<file path="src/rtl/bcd_chain_if.sv">
// Command handshake bundle for bcd_chain_ctrl: valid/ready plus opcode and payload.
interface bcd_chain_if #(
  parameter int DIGITS = 4
);
  logic                  cmd_valid;
  logic                  cmd_ready;
  logic [1:0]            cmd_op;
  logic [4*DIGITS-1:0]   cmd_data;

  modport master (output cmd_valid, output cmd_op, output cmd_data, input cmd_ready);
  modport slave  (input cmd_valid, input cmd_op, input cmd_data, output cmd_ready);
endinterface

</file>
<file path="src/rtl/bcd_chain_ctrl.sv">
// Sequencer for a cascaded chain of BCD decade counters with load, clear and match/wrap flags.
// Optional down-counting is enabled by defining BCD_CHAIN_DOWN_EN (adds the cnt_down port).
module bcd_chain_ctrl #(
  parameter int DIGITS      = 4,
  parameter bit ONESHOT_DEF = 1'b0
) (
  input  logic                clk,
  input  logic                rst,
  bcd_chain_if.slave          cmd,
  input  logic [4*DIGITS-1:0] match_val,
  input  logic                tick_in,
`ifdef BCD_CHAIN_DOWN_EN
  input  logic                cnt_down,
`endif
  output logic [4*DIGITS-1:0] cnt_bcd,
  output logic                carry_out,
  output logic                match_pulse,
  output logic                running,
  output logic                done,
  output logic                load_err
);

  localparam int W     = 4 * DIGITS;
  localparam int IDX_W = (DIGITS > 1) ? $clog2(DIGITS) : 1;

  localparam logic [2:0] S_IDLE  = 3'd0;
  localparam logic [2:0] S_RUN   = 3'd1;
  localparam logic [2:0] S_LOAD  = 3'd2;
  localparam logic [2:0] S_CLEAR = 3'd3;
  localparam logic [2:0] S_DONE  = 3'd4;

  localparam logic [1:0] OP_START = 2'd0;
  localparam logic [1:0] OP_STOP  = 2'd1;
  localparam logic [1:0] OP_LOAD  = 2'd2;
  localparam logic [1:0] OP_CLEAR = 2'd3;

  logic [2:0]       state;
  logic [W-1:0]     cnt;
  logic [W-1:0]     load_buf;
  logic [IDX_W-1:0] load_idx;
  logic             oneshot;
  logic             clr_to_run;
  logic             accept;
  logic             step_down;
  logic [W-1:0]     cnt_nxt;
  logic             wrap;
  logic             hit;

  function automatic logic [W-1:0] bcd_up(input logic [W-1:0] v);
    logic [W-1:0] r;
    logic         c;
    r = v;
    c = 1'b1;
    for (int k = 0; k < DIGITS; k++) begin
      if (c) begin
        if (v[4*k +: 4] >= 4'd9) begin
          r[4*k +: 4] = 4'd0;
        end else begin
          r[4*k +: 4] = v[4*k +: 4] + 4'd1;
          c = 1'b0;
        end
      end
    end
    return r;
  endfunction

  function automatic logic [W-1:0] bcd_down(input logic [W-1:0] v);
    logic [W-1:0] r;
    logic         b;
    r = v;
    b = 1'b1;
    for (int k = 0; k < DIGITS; k++) begin
      if (b) begin
        if (v[4*k +: 4] == 4'd0) begin
          r[4*k +: 4] = 4'd9;
        end else begin
          r[4*k +: 4] = v[4*k +: 4] - 4'd1;
          b = 1'b0;
        end
      end
    end
    return r;
  endfunction

  function automatic logic all_nines(input logic [W-1:0] v);
    logic a;
    a = 1'b1;
    for (int k = 0; k < DIGITS; k++) begin
      if (v[4*k +: 4] != 4'd9) a = 1'b0;
    end
    return a;
  endfunction

  always_comb begin
`ifdef BCD_CHAIN_DOWN_EN
    step_down = cnt_down;
`else
    step_down = 1'b0;
`endif
    cnt_nxt = step_down ? bcd_down(cnt) : bcd_up(cnt);
    wrap    = step_down ? (cnt == '0) : all_nines(cnt);
    hit     = (cnt_nxt == match_val);
  end

  assign cmd.cmd_ready = (state == S_IDLE) || (state == S_RUN) || (state == S_DONE);
  assign accept        = cmd.cmd_valid && cmd.cmd_ready;
  assign cnt_bcd       = cnt;
  assign running       = (state == S_RUN);
  assign done          = (state == S_DONE);

  always_ff @(posedge clk or posedge rst) begin
    if (rst) begin
      state       <= S_IDLE;
      cnt         <= '0;
      load_buf    <= '0;
      load_idx    <= '0;
      oneshot     <= ONESHOT_DEF;
      clr_to_run  <= 1'b0;
      carry_out   <= 1'b0;
      match_pulse <= 1'b0;
      load_err    <= 1'b0;
    end else begin
      carry_out   <= 1'b0;
      match_pulse <= 1'b0;
      case (state)
        S_IDLE, S_RUN, S_DONE: begin
          // A tick in RUN is counted even when a command is accepted in the same cycle.
          if (state == S_RUN && tick_in) begin
            cnt         <= cnt_nxt;
            carry_out   <= wrap;
            match_pulse <= hit;
            if (hit && oneshot) state <= S_DONE;
          end
          if (accept) begin
            case (cmd.cmd_op)
              OP_START: begin
                if (state != S_RUN) state <= S_RUN;
                if (state == S_IDLE) oneshot <= cmd.cmd_data[0];
              end
              OP_STOP: state <= S_IDLE;
              OP_LOAD: begin
                state    <= S_LOAD;
                load_idx <= '0;
                load_buf <= cmd.cmd_data;
              end
              OP_CLEAR: begin
                state      <= S_CLEAR;
                clr_to_run <= (state == S_RUN);
                load_err   <= 1'b0;
              end
            endcase
          end
        end
        S_LOAD: begin
          // One digit per cycle, lowest first; out-of-range digits become 0.
          for (int k = 0; k < DIGITS; k++) begin
            if (load_idx == IDX_W'(k)) begin
              cnt[4*k +: 4] <= (load_buf[3:0] > 4'd9) ? 4'd0 : load_buf[3:0];
            end
          end
          if (load_buf[3:0] > 4'd9) load_err <= 1'b1;
          load_buf <= load_buf >> 4;
          if (load_idx == IDX_W'(DIGITS - 1)) begin
            state <= S_IDLE;
          end else begin
            load_idx <= load_idx + IDX_W'(1);
          end
        end
        S_CLEAR: begin
          cnt   <= '0;
          state <= clr_to_run ? S_RUN : S_IDLE;
        end
        default: state <= S_IDLE;
      endcase
    end
  end

endmodule
</file>
<file path="src/flat_wrapper.sv">
// flat-port wrapper written by rule: the top's interface ports become plain ports
module bcd_chain_ctrl_flat 
#(
  parameter int DIGITS      = 4,
  parameter bit ONESHOT_DEF = 1'b0
)
  (clk, rst, match_val, tick_in, cnt_bcd, carry_out, match_pulse, running, done, load_err, cmd_cmd_valid, cmd_cmd_op, cmd_cmd_data, cmd_cmd_ready);
  bcd_chain_if #(.DIGITS(DIGITS)) cmd_i ();
  input  logic clk;
  input  logic rst;
  input  logic [4*DIGITS-1:0] match_val;
  input  logic tick_in;
  output logic [4*DIGITS-1:0] cnt_bcd;
  output logic carry_out;
  output logic match_pulse;
  output logic running;
  output logic done;
  output logic load_err;
  input wire logic [$bits(cmd_i.cmd_valid)-1:0] cmd_cmd_valid;
  input wire logic [$bits(cmd_i.cmd_op)-1:0] cmd_cmd_op;
  input wire logic [$bits(cmd_i.cmd_data)-1:0] cmd_cmd_data;
  output wire logic [$bits(cmd_i.cmd_ready)-1:0] cmd_cmd_ready;
  assign cmd_i.cmd_valid = cmd_cmd_valid;
  assign cmd_i.cmd_op = cmd_cmd_op;
  assign cmd_i.cmd_data = cmd_cmd_data;
  assign cmd_cmd_ready = cmd_i.cmd_ready;
  bcd_chain_ctrl #(.DIGITS(DIGITS), .ONESHOT_DEF(ONESHOT_DEF)) u_core (.clk(clk), .rst(rst), .cmd(cmd_i), .match_val(match_val), .tick_in(tick_in), .cnt_bcd(cnt_bcd), .carry_out(carry_out), .match_pulse(match_pulse), .running(running), .done(done), .load_err(load_err));
endmodule
</file>
<file path="config.mk">
export PLATFORM = sky130hd
export DESIGN_NAME = bcd_chain_ctrl_flat
export DESIGN_NICKNAME = d
export VERILOG_FILES = /design/src/rtl/bcd_chain_if.sv /design/src/rtl/bcd_chain_ctrl.sv /design/src/flat_wrapper.sv
export SDC_FILE = /design/constraint.sdc
export NUM_CORES = 1
export LEC_CHECK = 0
export CELL_PAD_IN_SITES_DETAIL_PLACEMENT = 1
export CELL_PAD_IN_SITES_GLOBAL_PLACEMENT = 1
export CORE_AREA = 2 2 100 102
export CTS_BUF_LIST = sky130_fd_sc_hd__clkbuf_16
export CTS_CLUSTER_DIAMETER = 150
export DETAILED_ROUTE_END_ITERATION = 7
export DIE_AREA = 0 0 102 104
export PLACE_DENSITY_LB_ADDON = 0.1
export SLEW_MARGIN = 20
export SYNTH_ARGS = -nofsm -noshare
export SYNTH_HDL_FRONTEND = slang
export SYNTH_SLANG_ARGS = --single-unit
</file>
<file path="constraint.sdc">
create_clock -name clk -period 2.7 [get_ports clk]
set_input_delay 0.54 -clock clk [delete_from_list [all_inputs] [get_ports clk]]
set_output_delay 0.54 -clock clk [all_outputs]
set_load 0.01 [all_outputs]
</file>
==> flow_summary.toml, run 1 <==
[clock_tree]
cts_root_buf = "clkbuf_16"
clk_latency_ns = 0.29
cts.clk_slew.worst_paths_ns = 0.07
cts_tree = "done"
clkSinkCount = 42
numCtsBuffers = 5
clockBufferDepth = 2
cts.htree.levels = 2
ctsHoldBuffers = 0

[critical_path]
worstPathMaxFanout = 7
regToRegEndpoint = "u_core.state[0]$_DFFE_PP0P_"
reg2reg_from = "u_core.cnt_bcd[0]$_DFFE_PP0P_"
worstSetupPathType = "flip-flop to flip-flop"
start_kind = "flip-flop"
arrival_ns = 2.97
critPathRequiredTime_ns = 2.86
r2r_cells = 10
endpoint_kind = "flip-flop"
ff2ff_setup_slack_ns = -0.12

[outcome]
outcome = "finished with violations"
violations = "setup timing"

[synth]
synth_cell_types = 71
syn_area_per_cell_um2 = 7.97
synthArstFlopShare_pct = 100
syn-num-nets = 453
synth_edf_count = 0
synth_top_area_cell = "dfrtp_1"
ys_ff_latch = 42
ys_seq_area_share_pct = 33.0
synthCells = 399
yosysWarnings = 0
yosys-top-cells-area = "dfrtp_1 33%, o21ai_0 6.8%, ha_1 6.3%, nand2_1 6.3%, nor2_1 4.7%"
synth_ff_type = "dfrtp_1"
synthDominantCellAreaShare_pct = 33.0
synth_area_um2 = 3180

[sta]
rsz0062_at_grt = "true"
min_period_over_period_pct = 104
fmax_ghz = 0.355
tightest_slew_ns = 0.903
slew_headroom_pct = 39.4
whs_ns = 0.508
drv_slew = 0
skew_ns = 0.00734
timing.final.crit_period_ns = 2.82
setup_viol = 2
setup_slack_ns = -0.115
hold_viol = 0

[layout]
antenna_cells = 0
fin_nets = 569
syn2layout_area_growth_pct = 45.7
final_util_pct = 48.5
drive_above_1_share_pct = 20.5
layout_commonest_cell = "buf_4"
final_cell_mix = "62 x buf_4, 59 x clkdlybuf4s50_1, 53 x nand2_1, 41 x o21ai_0"

[job]
maxCapViolCount = 0

[min_path]
hold_class = "flip-flop to flip-flop"
whs_path_depth = 1
hp-start = "u_core.clr_to_run$_DFFE_PP0P_"
holdPathEnd = "u_core.clr_to_run$_DFFE_PP0P_"

[floorplan]
num_rows = 36
initial_core_util_pct = 33.3
num_io_pins = 60
fp.coreArea_um2 = 9550
die_height_um = 104
dieArea_um2 = 10600
fp.dieW_um = 102

[global_route]
antenna_found_initial = 0
track_usage_pct = 22.2
grt_pass1_vias = 3694
grt_max_degree = 33
grt_pass1_wl_mm = 18.8
overflow = 0

[routing]
dr_total_vias = 3546
drc = 0
drtIter0Drc = 93
postRouteAntennaNets = 0
drt_wl_total_mm = 11.6
dr.pass1.iters = 4
avgRoutedWirePerCell_um = 17.9
viasPerCell = 5.46

[power]
peakVddDrop_uv = 549
leakagePower_nw = 1.94
power_density_nw_per_um2 = 1080

[placed_design]
numPortBuffers = 59
dp_hpwl_mm = 8.96
place_congestion = 0.872
pre_cts_slack_ns = -0.197
[synth_stat cells (2+ instances only)]
library cell	number
a211oi_1	2
clkbuf_1	11
xor2_1	4
and3_1	3
mux2i_1	2
buf_6	2
buf_2	2
or3_1	5
a22o_1	5
and2_1	3
or3b_1	2
dfrtp_1	42
nand2b_1	6
nand2_1	53
nor3b_1	3
nor3_1	5
a21o_1	3
nand4_1	5
a21oi_1	28
a31oi_1	19
nand4b_1	3
nor2b_1	6
o21ai_0	43
inv_2	2
o21a_1	2
nor2_1	40
o2111ai_1	2
o21ai_1	2
nand3_1	12
nor4_1	5
ha_1	16
o41ai_1	3
inv_1	20
[registers in the layout, summed over array words and instances (netlist names)]
signal,cells
u_core.clr_to_run,1
u_core.load_idx,2
u_core.load_err,1
u_core.match_pulse,1
u_core.oneshot,1
u_core.load_buf,16
u_core.carry_out,1
u_core.state,3
u_core.cnt_bcd,16
[report_power, final]
part / internal [mW] / switching, mW / total, mW
Sequential: 0.904 / 0.252 / 1.16
Combinational: 1.47 / 1.74 / 3.22
Clock: 0.349 / 0.293 / 0.642
Total: 2.73 / 2.29 / 5.02
[worst max path at each step]
| stage | from | endpoint | slack (ns) |
|---|---|---|---|
| 4_1_cts | u_core.cnt_bcd[0]$_DFFE_PP0P_ | u_core.state[0]$_DFFE_PP0P_ | -0.08 |
| 5_1_grt | u_core.cnt_bcd[0]$_DFFE_PP0P_ | u_core.state[0]$_DFFE_PP0P_ | -0.22 |
| 2_1_floorplan | u_core.cnt_bcd[8]$_DFFE_PP0P_ | u_core.state[0]$_DFFE_PP0P_ | 0.01 |
| 6_report | u_core.cnt_bcd[0]$_DFFE_PP0P_ | u_core.state[0]$_DFFE_PP0P_ | -0.12 |
| 3_5_place_dp | tick_in | u_core.state[0]$_DFFE_PP0P_ | -0.20 |
| 3_3_place_gp | tick_in | u_core.state[0]$_DFFE_PP0P_ | -0.07 |
[critical path, stage by stage, from the launching register on]
cell       delay [ns]
dfrtp_1          0.41
ha_2             0.20
buf_6            0.12
nor3b_4          0.42
buf_4            0.21
a21oi_4          0.07
mux2i_1          0.23
o2111ai_1        0.20
or4_4            0.47
nor4_2           0.28
a21oi_1          0.07
[per-layer routing]
layer	part of all wire, %	GRT usage, %	up-vias
met4	1.4	5.52	0
li1	-	-	1677
met3	4.2	3.23	10
met2	48	36.3	90
met1	46	30.6	1769
met5	0	0	-
[logic make-up after synthesis]
family	Yosys count	share of synthesized area, %
AOI/OAI and AO/OA	127	25.0
buffers and inverters	38	5.15
DFF	42	33.0
muxes	3	0.983
adders and majority gates	16	6.29
and+or+nand+nor	168	28.2
xor gates and xnor gates	5	1.38
[repair_timing]
item	in CTS	in global routing
resized for setup	12	11
setup buffers	6	0
setup endpoints to repair	3	3
pin swaps	9	4
[through the flow]
step | total power, mW | std cells | cell area, um^2 | TNS (ns)
3_3_place_gp | 4.10 | 635 | 4340 | -0.130
4_1_cts | 4.99 | 649 | 4600 | -0.116
6_report | 5.02 | 649 | 4640 | -0.222
3_5_place_dp | 4.20 | 635 | 4340 | -0.394
5_1_grt | 5.43 | 649 | 4640 | -0.548
2_1_floorplan | 2.78 | 399 | 3180 | 0
[layout make-up]
| type | instances | area (um^2) |
|---|---|---|
| fillers | 1192 | 4910 |
| multi-input cells | 319 | 2060 |
| repair buffers | 125 | 1130 |
| flip-flops and latches | 42 | 1050 |
| well taps | 133 | 166 |
| clock buffers | 5 | 125 |
| inverters | 22 | 82.6 |
| clock inverters | 3 | 25.0 |
(Power assumes the default switching activity.)
==> run 2, diff against run 1 <==
CORE_AREA = 2 2 99 101   (was 2 2 100 102)
DIE_AREA = 0 0 101 103   (was 0 0 102 104)
==> flow_summary.toml, run 2 (same netlist as run 1, synthesis figures left out) <==
[outcome]
outcome = "finished with violations"
violations = "setup timing"

[clock_tree]
cts.clk_slew.worst_paths_ns = 0.07
numCtsBuffers = 5
cts_tree = "done"
clk_latency_ns = 0.29
clkSinkCount = 42
cts.htree.levels = 2
cts_root_buf = "clkbuf_16"
clockBufferDepth = 2

[floorplan]
dieArea_um2 = 10400
initial_core_util_pct = 33.6
num_rows = 36
num_io_pins = 60
die_height_um = 103
fp.coreArea_um2 = 9460
fp.dieW_um = 101

[routing]
viasPerCell = 5.54
avgRoutedWirePerCell_um = 18.7
drc = 0
drtIter0Drc = 166
drt_wl_total_mm = 11.8
postRouteAntennaNets = 0
dr.pass1.iters = 4
dr_total_vias = 3515

[layout]
fin_nets = 574
layout.cells.non_filler = 635
antenna_cells = 0
final_cell_mix = "61 x buf_4, 59 x clkdlybuf4s50_1, 53 x nand2_1, 41 x o21ai_0"
drive_above_1_share_pct = 24.4
syn2layout_area_growth_pct = 52.7
design_area_um2 = 4860
layout_commonest_cell = "buf_4"

[sta]
timing.final.crit_period_ns = 2.79
hold_viol = 0
rsz0062_at_grt = "true"
tightest_slew_ns = 0.764
slew_headroom_pct = 48.7
setup_viol = 2
setup_tns_ns = -0.183
skew_ns = 0.00545
setup_slack_ns = -0.0930
drv_slew = 0
fmax_ghz = 0.358
min_period_over_period_pct = 103

[global_route]
grt_max_degree = 33
antenna_found_initial = 0
grt_pass1_wl_mm = 18.1
overflow = 0
track_usage_pct = 22.4
grt_pass1_vias = 3533

[critical_path]
critPathRequiredTime_ns = 2.92
start_kind = "flip-flop"
r2r_cells = 11
arrival_ns = 3.01
endpoint_kind = "flip-flop"
worstPathMaxFanout = 7
ff2ff_setup_slack_ns = -0.09
worstSetupPathType = "flip-flop to flip-flop"

[placed_design]
placed_area_um2 = 4280
place_congestion = 0.900
numPortBuffers = 59
dp_hpwl_mm = 8.56
place_inst = 611

[job]
maxCapViolCount = 0

[min_path]
hold_class = "flip-flop to flip-flop"
whs_path_depth = 1

[power]
power_density_nw_per_um2 = 1110
leakagePower_nw = 2.03
peakVddDrop_uv = 524
## run 2: cell types whose count changed in the layout (fill, tap and decap cells not counted), sizes merged
cell	previous run	this run
buf	66	71
bufinv	0	1
clkinv	2	1
## run 2: metal layers
layer  up-vias  global-route usage (%)  routed length [um]  share of wire (%)
met5         -                       0                   0                  0
met4         0                    6.44                 266                2.2
met3        21                    2.78                 534                4.5
met2        95                    39.3                5820                 49
met1      1709                    29.2                5220                 44
li1       1690                       -                   -                  -
## run 2: final timing paths
kind                                             endpoint                           from
min reg2reg                 u_core.clr_to_run$_DFFE_PP0P_  u_core.clr_to_run$_DFFE_PP0P_
max                           u_core.state[2]$_DFFE_PP0P_  u_core.cnt_bcd[4]$_DFFE_PP0P_
min                         u_core.clr_to_run$_DFFE_PP0P_  u_core.clr_to_run$_DFFE_PP0P_
min in group asynchronous   u_core.cnt_bcd[1]$_DFFE_PP0P_                            rst
max in group asynchronous  u_core.cnt_bcd[13]$_DFFE_PP0P_                            rst
max reg2reg                   u_core.state[2]$_DFFE_PP0P_  u_core.cnt_bcd[4]$_DFFE_PP0P_
## run 2: cell type report
class	instances	area, um^2
fillers	1138	4600
multi-input cells	319	2230
repair buffers	130	1180
flip-flops and latches	42	1050
well taps	114	143
clock buffers	5	125
inverters	22	82.6
clock inverters	3	48.8
## run 2: report_power, final
group	internal [mW]	switching (mW)
Sequential	0.905	0.264
Clock	0.443	0.278
Combinational	1.63	1.89
## run 2: per-stage QoR
step / utilization [%] / hold WS, ns / total power [mW] / setup slack (ns)
floorplan: - / 0.461 / 2.78 / 0.0101
global route: 51.4 / 0.553 / 5.81 / -0.200
global placement: 45.2 / 0.477 / 4.05 / -0.000531
CTS: 49.9 / 0.530 / 5.20 / -0.0327
detailed placement: 45.2 / 0.516 / 4.13 / -0.131
finish: 51.4 / 0.523 / 5.40 / -0.0930
## run 2: repair_timing
action / in CTS / in global routing
endpoints found under the setup margin: 2 / 3
buffers inserted: 11 / 7
hold buffers: 0 / 0
cloned: 0 / 0
resized for setup: 35 / 23
pin swaps: 15 / 16
hold endpoints to repair: 0 / 0
## run 2: worst max-delay path, cell delays in order (launching register included)
cell	delay (ns)
dfrtp_1	0.44
inv_2	0.09
ha_2	0.19
or3b_4	0.43
buf_12	0.15
nand4_4	0.10
buf_6	0.14
or3_1	0.10
a21oi_1	0.10
or4b_4	0.58
or2_0	0.25
o21ai_1	0.15
